File: src/rtl/seg7_pkg.sv
// Shared constants and types for the multiplexed seven-segment display driver.
// Hex font is active-low {g,f,e,d,c,b,a} in bits [6:0]; bit 7 (dp) is held dark.
package seg7_pkg;
    localparam logic [7:0] SEG_OFF   = 8'hFF;
    localparam logic [3:0] ANODE_OFF = 4'hF;

    localparam logic [15:0][7:0] HEX_FONT = {
        8'h8E, 8'h86, 8'hA1, 8'hC6, 8'h83, 8'h88, 8'h90, 8'h80,
        8'hF8, 8'h82, 8'h92, 8'h99, 8'hB0, 8'hA4, 8'hF9, 8'hC0
    };

    typedef logic [1:0] digit_idx_t;
endpackage

File: src/rtl/seg7_decode.sv
// Hex value to active-low seven-segment pattern (no decimal point).
module seg7_decode
    import seg7_pkg::*;
(
    input  logic [3:0] value,
    output logic [6:0] seg
);
    logic [7:0] glyph;

    assign glyph = HEX_FONT[value];
    assign seg   = glyph[6:0];
endmodule

File: src/rtl/seg7_scan_driver.sv
// 4-digit common-anode scan driver with PWM brightness, decimal points,
// leading-zero blanking and frame-aligned capture of the displayed values.
module seg7_scan_driver
    import seg7_pkg::*;
#(
    parameter int SCAN_DIV = 6250,
    parameter int CNT_W    = 13
) (
    input  logic       CLK100MHZ,
    input  logic       Reset,
    input  logic [3:0] Digit3,
    input  logic [3:0] Digit2,
    input  logic [3:0] Digit1,
    input  logic [3:0] Digit0,
    input  logic [3:0] DpMask,
    input  logic [3:0] Brightness,
    input  logic       BlankLead,
    output logic [3:0] SegmentDrivers,
    output logic [7:0] SevenSegment
);
    logic [CNT_W-1:0] prescale;
    logic [3:0]       phase;
    digit_idx_t       idx;
    logic             first;
    logic [3:0][3:0]  sh_dig;
    logic [3:0]       sh_dp;
    logic             sh_bl;

    logic             tick, slot_end, frame_end;
    logic [3:0][3:0]  in_dig, cur_dig;
    logic [3:0]       cur_dp, blank;
    logic             cur_bl, lit;
    logic [6:0]       seg_pat;

    assign tick      = (prescale == CNT_W'(SCAN_DIV - 1));
    assign slot_end  = tick && (phase == 4'hF);
    assign frame_end = slot_end && (idx == 2'd3);
    assign in_dig    = {Digit3, Digit2, Digit1, Digit0};

    // The first cycle after reset shows the live inputs while they are being captured.
    assign cur_dig = first ? in_dig    : sh_dig;
    assign cur_dp  = first ? DpMask    : sh_dp;
    assign cur_bl  = first ? BlankLead : sh_bl;

    assign blank[3] = cur_bl && (cur_dig[3] == 4'd0);
    assign blank[2] = blank[3] && (cur_dig[2] == 4'd0);
    assign blank[1] = blank[2] && (cur_dig[1] == 4'd0);
    assign blank[0] = 1'b0;

    assign lit = (phase <= Brightness) && !blank[idx];

    seg7_decode u_dec (
        .value (cur_dig[idx]),
        .seg   (seg_pat)
    );

    always_ff @(posedge CLK100MHZ or posedge Reset) begin
        if (Reset) begin
            prescale       <= '0;
            phase          <= '0;
            idx            <= '0;
            first          <= 1'b1;
            sh_dig         <= '0;
            sh_dp          <= '0;
            sh_bl          <= 1'b0;
            SegmentDrivers <= ANODE_OFF;
            SevenSegment   <= SEG_OFF;
        end else begin
            prescale <= tick ? '0 : prescale + CNT_W'(1);
            if (tick)     phase <= phase + 4'd1;
            if (slot_end) idx   <= idx + 2'd1;
            first <= 1'b0;
            if (first || frame_end) begin
                sh_dig <= in_dig;
                sh_dp  <= DpMask;
                sh_bl  <= BlankLead;
            end
            // Anodes and cathodes update on the same edge so no digit ghosts.
            if (lit) begin
                SegmentDrivers <= ~(4'b0001 << idx);
                SevenSegment   <= {~cur_dp[idx], seg_pat};
            end else begin
                SegmentDrivers <= ANODE_OFF;
                SevenSegment   <= SEG_OFF;
            end
        end
    end
endmodule

File: config.mk
export PLATFORM = sky130hd
export DESIGN_NAME = seg7_scan_driver
export DESIGN_NICKNAME = d
export VERILOG_FILES = /design/src/rtl/seg7_pkg.sv /design/src/rtl/seg7_decode.sv /design/src/rtl/seg7_scan_driver.sv
export SDC_FILE = /design/constraint.sdc
export NUM_CORES = 1
export LEC_CHECK = 0
export CAP_MARGIN = 10
export CORE_ASPECT_RATIO = 0.9
export CORE_MARGIN = 2
export CORE_UTILIZATION = 35
export DETAILED_ROUTE_END_ITERATION = 6
export GPL_TIMING_DRIVEN = 0
export MAX_ROUTING_LAYER = met4
export PLACE_DENSITY = 0.56
export SYNTH_ARGS = -nofsm -noshare
export SYNTH_HDL_FRONTEND = slang
export SYNTH_SLANG_ARGS = --single-unit
File: constraint.sdc
create_clock -name CLK100MHZ -period 2.5 [get_ports CLK100MHZ]
set_clock_uncertainty 0.15 [all_clocks]
set_input_delay 0.5 -clock CLK100MHZ [delete_from_list [all_inputs] [get_ports CLK100MHZ]]
set_output_delay 0.5 -clock CLK100MHZ [all_outputs]
set_load 0.02 [all_outputs]
==> flow_summary.json <==
{
  "period_share_pct": 99.1,
  "detailroute.via_count": 1944,
  "antenna_cells": 0,
  "fin_util_pct": 46.1,
  "crit_slowest_cell": "dfstp_2",
  "antenna_found_initial": 0,
  "post_cts_hold_buffer_count": 0,
  "arrival_ns": 2.56,
  "finalCriticalPeriod_ns": 2.48,
  "die_footprint_um2": 9040,
  "detail_route.iter0.violations": 48,
  "postRouteAntennaNets": 0,
  "detail_route.wirelength_um": 5790,
  "placement.cell_area_um2": 3440,
  "timing_max_transition_violations_final": 0,
  "simple_gate_share_of_the_synthesized_area_pct": 11.5,
  "synth-main-ff-cell": "dfrtp_1",
  "area_share_of_fa_ha_maj_cells_after_synthesis_pct": 7.32,
  "report.final.hold_viol_count": 0,
  "synth_edf_count": 0,
  "required_ns": 2.58,
  "ys_seq_area_share_pct": 46.2,
  "post-route-drc-count": 0,
  "syn_area_um2": 2900,
  "standby_leakage_power_nw": 1.62,
  "power_density_over_cell_area_nw_per_um2": 494,
  "yosys-mux-area-fraction_pct": 22.2,
  "hpwl_um": 4200,
  "postSynthAreaPerCell_um2": 12.5,
  "routed_via_density": 4.98,
  "drive_above_1_share_pct": 31.3,
  "synth_largest_area_cell": "dfrtp_1",
  "initial_utilization_pct": 36.0,
  "tritoncts": "built",
  "post-synth-top-count-cell": "dfrtp_1",
  "postSynthRegisterBits": 53,
  "worstRegToRegCells": 8,
  "synth_xor_xnor_area_share_pct": 4.52,
  "reg_to_reg_end": "SevenSegment[3]",
  "fin_setup_tns_ns": 0,
  "synth-compound-area-share_pct": 4.87,
  "synthesis.instances": 232,
  "r2r_slack_ns": 0.02,
  "async_reset_ff_share_pct": 100,
  "grt_use_total_pct": 14.2,
  "design.portCount": 39,
  "fraction_of_power_consumed_by_combinational_cells_pct": 21.6,
  "cts.path.max_buffers": 2,
  "report.final.setup_viol": 0,
  "run_status": "finished clean",
  "synth_area_leaders": "dfrtp_1, dfstp_2, mux2_4, ha_1, mux4_2",
  "setup_repair_after_global_routing_missed_its_margin": "yes",
  "number_of_global_route_vias_before_repair": 1939,
  "seqPwrFrac_pct": 52.2,
  "nFillCells": 761,
  "critPathMaxStageDelay_ns": 0.59,
  "grt_pass1_wl_um": 9940,
  "worst_setup_path_end_kind": "flop",
  "grt_max_degree": 36,
  "crit_path_start_kind": "flop",
  "final_non_filler_cell_area_um2": 3720,
  "worst_skew_pair.late_latency_ns": 0.30,
  "synth-warning-count": 0,
  "ctsHtreeMaxLevel": 2,
  "worst-path-max-fanout": 10,
  "timing_worst_setup_path_type": "reg -> reg",
  "regToRegStartpoint": "first",
  "critical_path.cell_chain": "buf_12 > mux4_2 > mux2i_4 > inv_2 > ha_2 > mux2_2 > o21ai_0 > nand2_1",
  "timing.hold.worst.class": "in -> async",
  "fmax_mhz": 404,
  "syn_nets": 276,
  "globalRoute.totalOverflow": 0,
  "nets": 334,
  "finalNonFillerCells": 390,
  "worst_setup_hold_path_clk_slew_ns": 0.10,
  "cts.sinks": 53,
  "netlist_top_cells_count": "dfrtp_1, mux2_4, nand2_1, ha_1",
  "dp.cells": 370,
  "detailedRoute.firstPassIterationCount": 4,
  "synthDominantCellAreaShare_pct": 34.5,
  "synth_top_family_by_area": "multiplexers",
  "die_w_um": 100,
  "route.detailed.wl_per_inst_um": 14.9,
  "vdd_drop_max_uv": 292,
  "cts-root-buf": "clkbuf_8",
  "total_switching_power_mw": 0.482,
  "die_y_um": 90.4,
  "post_synth_num_cell_types": 42,
  "clock_share_of_power_pct": 26.2,
  "internal-power_mw": 1.36,
  "placeableCoreArea_um2": 8070,
  "placementRows": 31,
  "area_delta_synth_final_pct": 28.2,
  "max_cap_violations": 0,
  "cts_inserted_buffers": 5,
  "portBuffers": 38,
  "sw_share_pct": 26.2,
  "gpl_congestion": 0.757
}
[worst max-delay path by stage]
stage | start | end | slack [ns]
after global routing | first | SevenSegment[3] | -0.04
final | first | SevenSegment[3] | 0.02
after floorplan | first | SevenSegment[3] | 0.007
after detailed placement | Digit2[2] | SevenSegment[3] | -0.43
after global placement | Reset | sh_dp[0] | -0.50
after CTS | first | SevenSegment[3] | 0.02
[timing repair]
action / in CTS / in global routing
endpoints found under the setup margin: 27 / 13
pin swaps: 2 / 1
cloned: 2 / 0
setup buffers: 7 / 4
gates resized for setup: 21 / 13
[power groups by stage]
| stage | registers, mW | logic (mW) | clock network [mW] |
|---|---|---|---|
| floorplan | 1.00 | 0.198 | 0 |
| finish | 0.959 | 0.397 | 0.482 |
| CTS | 0.960 | 0.383 | 0.506 |
| global placement | 0.973 | 0.358 | 0 |
| global route | 0.966 | 0.430 | 0.552 |
| detailed placement | 0.975 | 0.364 | 0 |
[state kept, by name, summed over array words and instances (netlist names)]
name and count:
sh_bl 1, phase 4, SegmentDrivers 4, idx 2
sh_dig 16, prescale 13, sh_dp 4, SevenSegment 8
first 1
[placed cells by master (no fill, tap or decap), types with 4 or more instances in the layout]
cell type	n
dfrtp_1	39
clkdlybuf4s50_1	38
mux2_4	20
nand2_1	19
ha_1	14
dfstp_2	13
nor2_1	13
mux2i_1	10
buf_4	10
mux4_2	8
xnor2_1	8
nand3_1	7
xor2_1	7
buf_6	6
inv_1	6
o211ai_1	5
a21oi_1	5
clkbuf_8	5
nand2b_1	4
o21ai_0	4
mux2_2	4
[metal layers]
| metal | global-route usage (%) | vias up | wire length [um] | share of wire [%] |
|---|---|---|---|---|
| met5 | - | - | 0 | 0 |
| met4 | 4.22 | 0 | 74 | 1.3 |
| met3 | 3.25 | 6 | 228 | 3.9 |
| met2 | 19.4 | 39 | 2580 | 44 |
| met1 | 20.8 | 954 | 2910 | 50 |
| li1 | - | 945 | - | - |
[logic make-up (layout without fill, tap and decap cells)]
group / Yosys count / count (layout)
AOI/OAI and AO/OA: 21 / 21
DFF: 53 / 53
muxes: 44 / 44
buffers and inverters: 19 / 78
other: 1 / 1
xor gates and xnor gates: 15 / 15
adders and majority gates: 17 / 17
and+or+nand+nor: 62 / 62
[cell type report]
class                           instances  area [um2]  area share [%]
Buffer                                  8        85.1            2.29
Clock buffer                            7        76.3            2.05
Clock inverter                          1        7.51           0.202
Inverter                               10        41.3            1.11
Multi-Input combinational cell        160        1530            41.1
Sequential cell                        53        1340            36.1
Tap cell                               99         124            3.33
Timing Repair Buffer                   52         513            13.8
[through the flow]
stage          power, mW  hold WS, ns  worst slack (ns)
5_1_grt             1.95        0.375           -0.0407
2_1_floorplan       1.20        0.307           0.00702
3_5_place_dp        1.34        0.342            -0.432
3_3_place_gp        1.33        0.332            -0.496
4_1_cts             1.85        0.360            0.0155
6_report            1.84        0.354            0.0223
[critical path: cells and delay by family, from the launching register on]
kind / cells / cell delay (ns)
AO/OA/AOI/OAI: 1 / 0.14
flip-flops: 1 / 0.59
AND/OR/NAND/NOR: 1 / 0.07
buffers and inverters: 2 / 0.25
adder cells (fa/ha/maj): 1 / 0.20
multiplexers: 3 / 1.00
No activity file was read; power rests on OpenSTA's default activity.
